$ cat src/rtl/axi4_stream_rx.sv
// AXI4-Stream 32-bit sink: TDEST/TID filter, frame-length checking FSM and a
// first-word-fall-through FIFO feeding the downstream fabric consumer.
module axi4_stream_rx #(
  parameter int          FRAME_LEN  = 10,
  parameter int          FIFO_DEPTH = 16,
  parameter int          ADDR_W     = 4,
  parameter logic [1:0]  DEST_MATCH = 2'd0,
  parameter logic [7:0]  ID_MATCH   = 8'd0
) (
  input  logic        ACLK,
  input  logic        RST,
  input  logic        TVALID,
  output logic        TREADY,
  input  logic [31:0] TDATA,
  input  logic        TLAST,
  input  logic [3:0]  TKEEP,
  input  logic [1:0]  TDEST,
  input  logic [7:0]  TID,
  output logic [31:0] DOUT,
  output logic        DOUT_LAST,
  output logic        DOUT_VALID,
  input  logic        DOUT_READY,
  input  logic        CLR_ERR,
  output logic [15:0] FRAME_CNT,
  output logic        ERR_EARLY,
  output logic        ERR_LATE,
  output logic        ERR_KEEP,
  output logic        BUSY
);

  localparam int              BEAT_W    = (FRAME_LEN > 2) ? $clog2(FRAME_LEN) : 1;
  localparam logic [BEAT_W-1:0] LAST_BEAT = BEAT_W'(FRAME_LEN - 1);
  localparam logic [ADDR_W:0] FULL_CNT  = (ADDR_W + 1)'(FIFO_DEPTH);

  localparam logic [1:0] ST_IDLE  = 2'd0;
  localparam logic [1:0] ST_FRAME = 2'd1;
  localparam logic [1:0] ST_DRAIN = 2'd2;

  logic [1:0]        state_q, state_d;
  logic [BEAT_W-1:0] beat_q, beat_d;
  logic [ADDR_W-1:0] wr_ptr_q, wr_ptr_d;
  logic [ADDR_W-1:0] rd_ptr_q, rd_ptr_d;
  logic [ADDR_W:0]   count_q, count_d;
  logic [15:0]       frame_cnt_q, frame_cnt_d;
  logic              err_early_q, err_early_d;
  logic              err_late_q, err_late_d;
  logic              err_keep_q, err_keep_d;
  logic [32:0]       mem_q [FIFO_DEPTH];

  logic push_s, pop_s, match_s, not_empty_s;
  logic set_early_s, set_late_s, set_keep_s, good_s;
  logic [32:0] head_s;

  // TREADY comes from the registered count only, so TVALID never loops back into it.
  assign TREADY      = !RST && (count_q != FULL_CNT);
  assign not_empty_s = (count_q != {(ADDR_W + 1){1'b0}});
  assign match_s     = (TDEST == DEST_MATCH) && (TID == ID_MATCH);
  assign push_s      = TVALID && TREADY && match_s;
  assign pop_s       = DOUT_READY && not_empty_s;
  assign head_s      = mem_q[rd_ptr_q];

  assign DOUT       = not_empty_s ? head_s[31:0] : 32'h0000_0000;
  assign DOUT_LAST  = not_empty_s ? head_s[32] : 1'b0;
  assign DOUT_VALID = not_empty_s;
  assign FRAME_CNT  = frame_cnt_q;
  assign ERR_EARLY  = err_early_q;
  assign ERR_LATE   = err_late_q;
  assign ERR_KEEP   = err_keep_q;
  assign BUSY       = (state_q != ST_IDLE);

  // Framing FSM: tracks beat position of matching beats and flags length errors.
  always_comb begin
    state_d     = state_q;
    beat_d      = beat_q;
    set_early_s = 1'b0;
    set_late_s  = 1'b0;
    good_s      = 1'b0;
    if (push_s) begin
      case (state_q)
        ST_IDLE: begin
          if (TLAST) begin
            set_early_s = 1'b1;
          end else begin
            beat_d  = BEAT_W'(1'b1);
            state_d = ST_FRAME;
          end
        end
        ST_FRAME: begin
          if (TLAST) begin
            if (beat_q == LAST_BEAT) begin
              good_s = 1'b1;
            end else begin
              set_early_s = 1'b1;
            end
            beat_d  = {BEAT_W{1'b0}};
            state_d = ST_IDLE;
          end else if (beat_q == LAST_BEAT) begin
            set_late_s = 1'b1;
            state_d    = ST_DRAIN;
          end else begin
            beat_d = beat_q + BEAT_W'(1'b1);
          end
        end
        ST_DRAIN: begin
          if (TLAST) begin
            beat_d  = {BEAT_W{1'b0}};
            state_d = ST_IDLE;
          end else begin
            state_d = ST_DRAIN;
          end
        end
        default: begin
          beat_d  = {BEAT_W{1'b0}};
          state_d = ST_IDLE;
        end
      endcase
    end else begin
      state_d = state_q;
    end
  end

  // FIFO pointers/occupancy, good-frame counter and sticky error flags (set wins over clear).
  always_comb begin
    set_keep_s  = push_s && (TKEEP != 4'hF) && (TKEEP != 4'h0);
    wr_ptr_d    = push_s ? (wr_ptr_q + ADDR_W'(1'b1)) : wr_ptr_q;
    rd_ptr_d    = pop_s ? (rd_ptr_q + ADDR_W'(1'b1)) : rd_ptr_q;
    case ({push_s, pop_s})
      2'b10:   count_d = count_q + (ADDR_W + 1)'(1'b1);
      2'b01:   count_d = count_q - (ADDR_W + 1)'(1'b1);
      default: count_d = count_q;
    endcase
    frame_cnt_d = good_s ? (frame_cnt_q + 16'd1) : frame_cnt_q;
    err_early_d = set_early_s || (err_early_q && !CLR_ERR);
    err_late_d  = set_late_s || (err_late_q && !CLR_ERR);
    err_keep_d  = set_keep_s || (err_keep_q && !CLR_ERR);
  end

  // Control and status registers with synchronous reset.
  always_ff @(posedge ACLK) begin
    if (RST) begin
      state_q     <= ST_IDLE;
      beat_q      <= {BEAT_W{1'b0}};
      wr_ptr_q    <= {ADDR_W{1'b0}};
      rd_ptr_q    <= {ADDR_W{1'b0}};
      count_q     <= {(ADDR_W + 1){1'b0}};
      frame_cnt_q <= 16'd0;
      err_early_q <= 1'b0;
      err_late_q  <= 1'b0;
      err_keep_q  <= 1'b0;
    end else begin
      state_q     <= state_d;
      beat_q      <= beat_d;
      wr_ptr_q    <= wr_ptr_d;
      rd_ptr_q    <= rd_ptr_d;
      count_q     <= count_d;
      frame_cnt_q <= frame_cnt_d;
      err_early_q <= err_early_d;
      err_late_q  <= err_late_d;
      err_keep_q  <= err_keep_d;
    end
  end

  // FIFO storage; contents are don't-care while the occupancy count says empty.
  always_ff @(posedge ACLK) begin
    if (push_s) begin
      mem_q[wr_ptr_q] <= {TLAST, TDATA};
    end else begin
      mem_q[wr_ptr_q] <= mem_q[wr_ptr_q];
    end
  end

endmodule

$ cat config.mk
export PLATFORM = sky130hd
export DESIGN_NAME = axi4_stream_rx
export DESIGN_NICKNAME = d
export VERILOG_FILES = /design/src/rtl/axi4_stream_rx.sv
export SDC_FILE = /design/constraint.sdc
export NUM_CORES = 1
export LEC_CHECK = 0
export BUFFER_PORTS_ARGS = -buffer_cell sky130_fd_sc_hd__buf_4
export CAP_MARGIN = 20
export CORE_ASPECT_RATIO = 1.4
export CORE_MARGIN = 1.5
export CORE_UTILIZATION = 63
export CTS_CLUSTER_DIAMETER = 60
export DETAILED_ROUTE_END_ITERATION = 16
export GPL_ROUTABILITY_DRIVEN = 0
export HOLD_SLACK_MARGIN = 0.03
export MAX_ROUTING_LAYER = met4
export PLACE_DENSITY = 0.8
export SYNTH_ARGS = -nofsm -noshare
export SYNTH_HDL_FRONTEND = slang
export SYNTH_SLANG_ARGS = --single-unit
$ cat constraint.sdc
create_clock -name ACLK -period 10.36 [get_ports ACLK]
set_input_delay 2.072 -clock ACLK [delete_from_list [all_inputs] [get_ports ACLK]]
set_output_delay 2.072 -clock ACLK [all_outputs]
set_load 0.1 [all_outputs]
After elaboration in Yosys (flattened, before gate mapping)
Memory sizes are Yosys's and may differ from the RTL's. A register that Yosys moved wholly into a read port is not among the register bits.
Cells that the tools add are included.
{"block": "word_totals", "ram_bits": 528, "word_cells": 85, "latch_bits": 0, "output_inout_bits": 55, "register_bits": 38, "n_memories": 1, "mem_bits_ro": 0, "input_bits": 52}
{"name": "mem_q", "depth": 16, "width": 33, "rd": 1, "rd_ports_with_merged_regs": 1, "write_ports": 1, "line": "48", "text": "logic [32:0] mem_q [FIFO_DEPTH];"}
{"block": "classes", "div": 0, "magnitude_cmp": 0, "multipliers": 0, "addsub": 6, "eq_ne": 12, "bitwise": 1, "n_shift": 0, "n_mux": 31, "reduce_logical": 25}
{"cell": "$mux W33", "count": 1}
{"cell": "$mux W32", "count": 1}
{"cell": "$mux W4", "count": 6}
{"cell": "$add A16 B1 Y16 const B", "count": 1}
{"cell": "$mux W1", "count": 15}
{"cell": "$add A4 B1 Y4 const B", "count": 3}
{"cell": "$pmux W4 S3", "count": 1}
{"cell": "$logic_and A1 B1 Y1", "count": 10}
{"cell": "$pmux W5 S2", "count": 1}
{"cell": "$logic_not A8 Y1", "count": 1}
{"cell": "$mux W2", "count": 4}
{"cell": "$ne A3 B3 Y1 const B", "count": 2}
{"cell": "$pmux W2 S3", "count": 1}
{"cell": "$add A5 B1 Y5 const B", "count": 1}
{"cell": "$ne A5 B5 Y1 const B", "count": 1}
{"cell": "$reduce_bool A5 Y1", "count": 1}
{"cell": "$sub A5 B1 Y5 const B", "count": 1}
{"cell": "$eq A2 B1 Y1 const B", "count": 2}
{"cell": "$eq A2 B2 Y1 const B", "count": 2}
{"cell": "$eq A4 B4 Y1 const B", "count": 1}
{"cell": "$logic_not A2 Y1", "count": 2}
{"cell": "$ne A2 B2 Y1 const B", "count": 2}
{"cell": "$ne A4 B4 Y1 const B", "count": 1}
{"cell": "$reduce_and A4 Y1", "count": 1}
{"cell": "9 further kinds", "count": 13}

Longest topological paths before layout
Gate-level depths: netlist of run 1.
{"block": "depth", "ltp_word": 7, "mapped_depth": 14, "depth_no_buf": 11}

Worst setup path before layout of run 1
Ideal clock, no wire load.
{"block": "synth_timing", "kind": "in2reg", "start": "input port RST", "end": "memory mem_q[3][0], enable pin", "stages": 7, "n_path_buf": 2, "required_time_ns": 9.896, "setup_time_ns": 0.464, "t_arrival_ns": 5.562, "path_slack_ns": 4.333, "path_cell_list": "inv_1 -> o21ai_1 -> buf_4 -> inv_1 -> buf_2 -> nand3_1 -> nor3_1"}
{"block": "synth_between", "elab_chain_cells": 7, "elab_cells_between_ends": 9, "classes_between": "mux: 3; bitwise: 1; reduce/logical: 5"}
{"element": "from (decl)", "line": "11", "text": "input logic RST,"}
{"element": "$logic_not A1 Y1 *", "line": "55", "text": "assign TREADY = !RST && (count_q != FULL_CNT);"}
{"element": "$logic_and A1 B1 Y1 *", "line": "55"}
{"element": "via TREADY", "line": "13", "text": "output logic TREADY,"}
{"element": "$logic_and A1 B1 Y1 * (2 in series)", "line": "58", "text": "assign push_s = TVALID && TREADY && match_s;"}
{"element": "$mux W1 (on tied branches)", "line": "165, 168"}
{"element": "$mux W1 (not written as such) / $reduce_and A2 Y1 (equally long branches)"}
{"element": "$or A1 B1 Y1 (no line) *"}
{"element": "to (decl)", "line": "48"}
Mark *: on every way through the listed nets, which the timed path passes. The rest lies on a longest branch.

==> reports/summary.txt, run 1 <==
outcome: complete, no violations
GRT Overall Usage: 28.1%
synthesized instance count: 1108
Slew headroom: 29.2%
CP endpoint kind: output pin
Crit path top cell by count: buf_4
Post-Syn Area per Cell: 20.2 um^2
r2r worst-path depth: 12
Fillers: 1979
critical path data required time: 8.29 ns
register area: 16700 um^2
PnR worst setup slack: 4.29 ns
share of cells above drive strength 1: 28.8%
grt ovf: 0
clk root buf: clkbuf_16
Tmin final: 6.07 ns
antenna violations before repair: 1
Max H-tree Level: 2
leak pwr: 7.89 nW
max-slew violations: 0
Max Fclk: 165 MHz
Post-CTS Resized: 0
max incr delay on CP: 1.00 ns
Clock Sink Count: 570
switching share of power: 19.1%
Levels on crit path: 5
Final Non-Filler Cells: 1719
# nets final: 1292
commonest non-fill, non-tap cells in the layout: edfxtp_1, mux4_2, buf_4
Finish-stage setup viols: 0
delay-heaviest family, CP: buffers and inverters
DRT iter0 DRCs: 1011
flops & latches, synth: 570
Synth Cell Area: 22400 um^2
global-route wire length before repair: 72.2 mm
sequential power share: 57.6%
leading cell type in the layout, fill and taps excluded: edfxtp_1
Avg WL per Cell: 28.1 um
RSZ-0062 raised after global routing: no
IO Port Bufs: 106
vias per std cell: 6.61
Power Internal: 0.00353 W
Mapped Nets: 1175
CP Launch Type: flop
Clock transition at path regs: 0.06 ns
Initial Utilization: 64.1%
crit-path cells: buf_4 -> mux4_2 -> mux2i_1 -> o22ai_1 -> buf_4
setup TNS: 0 ns
Max VDD drop: 0.135 mV
die area: 36700 um^2
final antenna-violating net count: 0
part of the cycle the worst path needs: 58.6%
vias in the first global route: 12.0k
CTS tree: done
Max-Cap Viols: 0
Initial DRT Pass Iterations: 5
Core Footprint: 35000 um^2
Setup Skew: 0.0157 ns
Clock power frac: 41.2%
hpwl dp: 25.0 mm
worst slew pin tran: 1.06 ns
Yosys top cell area share: 70.7%
Area growth, synth to finish: 13.3%
ys flop type: edfxtp_1
Critical Path AT: 3.99 ns
clock buffer depth: 3
Die Span X: 162 um
CTS Hold Bufs: 0
# placed instances: 1630
num ports: 107
most area-consuming cells after synthesis: edfxtp_1, mux4_2, dfxtp_1, mux2i_1, o22ai_1
Post-synth ARST share: 0%
YS warnings: 0
CTS Buf Count: 49
Die Y: 226 um
post-synth top area cell: edfxtp_1
final wirelength: 48.3 mm
largest net degree at the start of global routing: 61
total vias in the final route: 11.4k
Setup CP Type: flop to output pin
WHS Path Cells: 2
PwrDens: 172 nW/um^2
pre-CTS WS: 4.75 ns
# DRC: 0
Post-synth EDFFs: 528
crit path max fanout: 50
P_sw: 0.000831 W
sequential area share after synthesis: 74.5%
Gate power share: 1.3%
class of the worst hold path: flop to flop
Final Hold Vio Count: 0
postcts setup bufs: 0
Multi-input gate area: 5480 um^2
count of cell types in the netlist: 53
worst path bufs/invs: 2
CP max stage cell: dfxtp_4
Skew-Pair Late Insertion Delay: 0.58 ns
row count: 81
## metal layers
metal,track usage [%],share of wire [%],up-vias
met5,-,0,-
met4,11.9,3.9,0
met3,5.27,7.6,125
met2,46.8,53,559
met1,34.0,36,5822
li1,-,-,4855
## worst reg2reg max path, cell delays in order, from the launching register on
cell      delay (ns)
dfxtp_1         0.41
or4_4           0.57
o21ai_1         0.14
buf_4           0.24
inv_1           0.25
nand2_1         0.20
ha_1            0.35
xor2_1          0.18
ha_1            0.16
a21oi_1         0.06
nand4b_1        0.22
a31oi_1         0.21
mux2_2          0.35
## kinds of logic (layout without fill, tap and decap cells)
logic type / after synthesis / in the layout / synth area share [%]
AO/OA/AOI/OAI: 106 / 106 / 3.04
XOR/XNOR: 6 / 6 / 0.234
adder cells (fa/ha/maj): 15 / 15 / 0.837
buffers and inverters: 84 / 238 / 1.61
flip-flops: 570 / 570 / 74.5
multiplexers: 203 / 203 / 16.4
other: 0 / 1 / 0
AND/OR/NAND/NOR: 124 / 124 / 3.35
## worst paths after layout
kind,from,end,slack [ns]
min reg2reg,ERR_EARLY,ERR_EARLY,0.49
min,ERR_EARLY,ERR_EARLY,0.49
max reg2reg,count_q[2],count_q[4],6.90
max,flop,DOUT[22],4.29
## flip-flops by register name (all words and copies together), names as in the netlist, named ones only
| name | cells |
|---|---|
| rd_ptr_q | 4 |
| ERR_KEEP | 1 |
| wr_ptr_q | 4 |
| state_q | 2 |
| FRAME_CNT | 16 |
| beat_q | 4 |
| mem_q | 528 |
| ERR_LATE | 1 |
| ERR_EARLY | 1 |
| count_q | 5 |
## stage by stage
stage               utilization (%)  hold WS (ns)  total power, W  cell area [um^2]
global route                   72.7         0.509         0.00446             25400
detailed placement             68.2         0.476         0.00261             23800
CTS                            72.6         0.488         0.00437             25400
floorplan                         -         0.477         0.00257             22400
finish                         72.7         0.488         0.00436             25400
global placement               68.1         0.469         0.00261             23800
## synthesized netlist by cell type (all sizes together), types with 4 or more instances
cell type,n
inv,17
nand2,5
or4,17
nor4,5
dfxtp,42
o22ai,34
mux4,132
o21ai,8
nor4b,5
a21oi,25
o41ai,4
o31ai,18
nand4,11
mux2i,68
nand3,16
clkbuf,37
edfxtp,528
nor2,24
or2,4
nor3,8
a31oi,4
xor2,5
nand2b,7
ha,15
buf,30
## layout make-up
cell class / count / share of cell area [%]
Timing Repair Buffer: 133 / 4.01
Clock inverter: 22 / 0.734
Inverter: 17 / 0.251
Antenna cell: 1 / 0.00985
Tap cell: 456 / 2.25
Sequential cell: 570 / 65.8
Multi-Input combinational cell: 454 / 21.6
Clock buffer: 66 / 5.40
## power by group through the flow
stage | clock (W) | sequential (W) | combinational (W)
after floorplan | 0 | 0.00256 | 0.0000101
after global placement | 0 | 0.00256 | 0.0000496
after detailed placement | 0 | 0.00256 | 0.0000534
after CTS | 0.00181 | 0.00251 | 0.0000540
after global routing | 0.00190 | 0.00251 | 0.0000589
final | 0.00179 | 0.00251 | 0.0000548
No activity file was read; power rests on OpenSTA's default activity.
==> run 2, diff against run 1 <==
CORE_UTILIZATION = 55   (was 63)
PLACE_DENSITY = 0.74   (was 0.8)
clock period = 5.3 ns   (was 10.36 ns; I/O delays follow)
==> run 2 against run 1 <==
Die area is 14% higher. Combinational power is 100% higher. Global-route usage is 5.3 points lower. Largest power group unchanged. Highest routed layer unchanged.
==> reports/summary.txt, run 2 (synthesized netlist as in run 1, its figures left out) <==
PwrDens: 334 nW/um^2
# nets final: 1297
max-slew violations: 0
GRT Overall Usage: 22.8%
Clock transition at path regs: 0.06 ns
Top reg by flops: mem_q
Placement Cell Area: 24000 um^2
critical path data required time: 4.24 ns
switching share of power: 19.0%
class of the worst hold path: flop to flop
worst r2r dst: count_q[4]
Max H-tree Level: 2
final wirelength: 45.0 mm
Post-CTS Resized: 0
Die Span X: 174 um
Clock Sink Count: 570
antenna violations before repair: 2
final antenna-violating net count: 0
vias in the first global route: 11.7k
leading cell type in the layout, fill and taps excluded: edfxtp_1
total power: 0.00855 W
worst slew pin tran: 1.09 ns
CTS tree: done
register area: 16700 um^2
postcts setup bufs: 0
clk root buf: clkbuf_16
Fillers: 2714
Initial DRT Pass Iterations: 5
Critical Path AT: 3.20 ns
Core Footprint: 40300 um^2
Skew-Pair Late Insertion Delay: 0.58 ns
Initial Utilization: 55.7%
leak pwr: 7.93 nW
DRT iter0 DRCs: 901
part of the cycle the worst path needs: 80.3%
# DRC: 0
CP endpoint kind: output pin
Max VDD drop: 0.215 mV
CP Capture Point: DOUT[28]
global-route wire length before repair: 70.0 mm
Power Internal: 0.00693 W
max reg flops: 528
Finished Cell Area: 25600 um^2
CTS Buf Count: 49
clock buffer depth: 3
Hold WS: 0.476 ns
CP Launch Type: flop
sequential power share: 57.3%
Multi-input gate area: 5480 um^2
RSZ-0062 raised after global routing: no
Avg WL per Cell: 25.0 um
Tmin final: 4.26 ns
Clock power frac: 41.4%
commonest non-fill, non-tap cells in the layout: edfxtp_1, mux4_2, buf_4
Setup CP Type: flop to output pin
grt ovf: 0
Max Fclk: 235 MHz
setup TNS: 0 ns
Gate power share: 1.3%
largest net degree at the start of global routing: 65
Die Y: 242 um
Max-Cap Viols: 0
die area: 42000 um^2
row count: 87
vias per std cell: 6.18
Setup crit start: count_q[2]
r2r worst-path depth: 12
Worst R2R Start: count_q[2]
Setup Skew: 0.0151 ns
hpwl dp: 26.3 mm
reg2reg setup slack: 1.61 ns
num ports: 107
Area growth, synth to finish: 14.4%
share of cells above drive strength 1: 29.3%
total vias in the final route: 11.1k
Finish-stage setup viols: 0
Final Hold Vio Count: 0
IO Port Bufs: 106
CTS Hold Bufs: 0
P_sw: 0.00162 W
Slew headroom: 27.0%
outcome: complete, no violations
crit path max fanout: 33
[run 2: worst min-delay path by stage]
stage	cells after the start	slack, ns	to	from
5_1_grt	2	0.51	ERR_KEEP	ERR_KEEP
4_1_cts	2	0.48	ERR_KEEP	ERR_KEEP
2_1_floorplan	2	0.48	state_q[1]	state_q[1]
3_3_place_gp	2	0.47	FRAME_CNT[15]	FRAME_CNT[15]
6_report	2	0.48	ERR_KEEP	ERR_KEEP
3_5_place_dp	2	0.47	ERR_KEEP	ERR_KEEP
[run 2: final cells by class]
cell class	instances	area share, %
clock buffer	59	4.93
clock inverter	27	1.21
multi-input combinational	454	21.4
antenna	2	0.0195
inverter	17	0.249
tap	534	2.61
timing repair buffer	138	4.46
sequential	570	65.1
[run 2: routing by layer]
| metal | vias to the layer above | GRT usage (%) | wire, um |
|---|---|---|---|
| met5 | - | - | 0 |
| met4 | 0 | 6.57 | 1010 |
| met3 | 75 | 5.22 | 2880 |
| met2 | 368 | 37.7 | 23500 |
| met1 | 5818 | 28.5 | 17600 |
| li1 | 4876 | - | - |
[run 2: through the flow]
stage               setup WS (ns)  utilization, %  instances
detailed placement           1.03            59.6       1710
finish                       1.04            63.7       1801
CTS                          1.04            63.5       1796
floorplan                   0.285               -       1108
global route                0.828            63.7       1801
global placement             1.14            59.5       1707
[run 2: worst max-delay path, cell delays in order (launching register included)]
cell and delay, ns:
dfxtp_1 0.41, or4_4 0.57, nor2_1 0.14, or2_2 0.80
o22ai_1 0.36, buf_4 0.35
[run 2: power by group through the flow]
stage                     registers [W]  clock network [W]  logic [W]
after floorplan                 0.00500                  0  0.0000197
after global placement          0.00500                  0   0.000105
after detailed placement        0.00500                  0   0.000111
after CTS                       0.00490            0.00359   0.000112
after global routing            0.00490            0.00376   0.000122
final                           0.00490            0.00354   0.000112
==> run 3, diff against run 2 <==
CORE_UTILIZATION = 61   (was 55)
PLACE_DENSITY = 0.78   (was 0.74)
clock period = 4.2 ns   (was 5.3 ns; I/O delays follow)
==> run 3 against run 2 <==
Sequential cell count unchanged. Clock power up 31%. First-iteration DRC count up 12%. Non-clock buffer count up 13. Sequential power up 26%. Routed wire length up 5.0%. Clock-buffer cell count down 5.
==> reports/summary.txt, run 3 (synthesized netlist as in run 1, its figures left out) <==
Setup crit start: count_q[2]
Hold WS: 0.482 ns
Finish-stage setup viols: 0
grt ovf: 0
clock buffer depth: 3
final core occ: 71.6%
Finished Cell Area: 25800 um^2
Worst R2R Start: count_q[2]
Skew-Pair Late Insertion Delay: 0.57 ns
CTS Hold Bufs: 0
num ports: 107
Area growth, synth to finish: 15.0%
Critical Path AT: 3.00 ns
vias per std cell: 6.55
crit path max fanout: 20
row count: 82
Post-CTS Resized: 0
Max VDD drop: 0.351 mV
# nets final: 1310
Setup Skew: 0.0133 ns
register area: 16700 um^2
outcome: complete, no violations
RSZ-0062 raised after global routing: no
class of the worst hold path: flop to flop
CP Launch Type: flop
Core Footprint: 36000 um^2
share of cells above drive strength 1: 30.2%
GRT Overall Usage: 26.8%
critical path data required time: 3.36 ns
worst slew pin tran: 0.884 ns
Top reg by flops: mem_q
part of the cycle the worst path needs: 91.4%
ant diodes: 0
DRT iter0 DRCs: 1009
leak pwr: 8.02 nW
total power: 0.0110 W
Clock transition at path regs: 0.06 ns
global-route wire length before repair: 71.5 mm
CP endpoint kind: output pin
max reg flops: 528
Final Hold Vio Count: 0
Placement Cell Area: 24100 um^2
commonest non-fill, non-tap cells in the layout: edfxtp_1, buf_4, mux4_2
vias in the first global route: 12.0k
Die Span X: 165 um
clk root buf: clkbuf_16
Max-Cap Viols: 0
Setup CP Type: flop to output pin
CTS Buf Count: 49
Max Fclk: 261 MHz
final wirelength: 47.3 mm
final antenna-violating net count: 0
largest net degree at the start of global routing: 43
PwrDens: 426 nW/um^2
leading cell type in the layout, fill and taps excluded: edfxtp_1
postcts setup bufs: 0
Fillers: 2047
Initial Utilization: 62.3%
hold_sp: ERR_EARLY
Clock Sink Count: 570
Avg WL per Cell: 27.1 um
max-slew violations: 0
Max H-tree Level: 2
Die Y: 230 um
total vias in the final route: 11.4k
antenna violations before repair: 0
setup TNS: 0 ns
CTS tree: done
hpwl dp: 25.8 mm
Initial DRT Pass Iterations: 7
# DRC: 0
Tmin final: 3.84 ns
Slew headroom: 40.9%
Multi-input gate area: 5510 um^2
die area: 37900 um^2
IO Port Bufs: 106
## run 3: stage by stage
step / cells / worst slack (ns)
after floorplan: 1108 / 0.281
after global placement: 1654 / 0.727
after detailed placement: 1654 / 0.645
after CTS: 1745 / 0.285
after global routing: 1745 / 0.193
final: 1745 / 0.363
## run 3: final timing paths
check,slack (ns),depth (start not counted),endpoint
worst max-delay path,0.36,6,DOUT[26]
worst min-delay path,0.48,2,ERR_EARLY
worst max register to register,0.99,10,count_q[4]
worst min register to register,0.48,2,ERR_EARLY
## run 3: critical path, cell delays in order (launching register included)
cell and delay [ns]:
dfxtp_1 0.41, or4_4 0.58, nor2_1 0.14, or2_2 0.61, buf_4 0.29, o22ai_1 0.12, buf_4 0.29
## run 3: area by class of cell
class	instances	share of cell area (%)
Clock buffer	54	4.83
Timing Repair Buffer	151	4.88
Tap cell	462	2.24
Sequential cell	570	64.8
Multi-Input combinational cell	454	21.4
Inverter	17	0.248
Clock inverter	37	1.60
## run 3: where the power goes
part | internal [W] | switching (W) | leakage, nW
registers | 0.00619 | 0.000000130 | 5.08
clock network | 0.00269 | 0.00196 | 0.802
logic | 0.0000399 | 0.0000953 | 2.13
total | 0.00892 | 0.00205 | 8.02
## run 3: routing by layer
layer  GRT usage (%)  wire length (um)  vias to the layer above
met5               -                 0                        -
met3            3.72              3020                       93
met4            8.28              1310                        0
met2            45.2             25100                      449
li1                -                 -                     4895
met1            33.9             17800                     6000
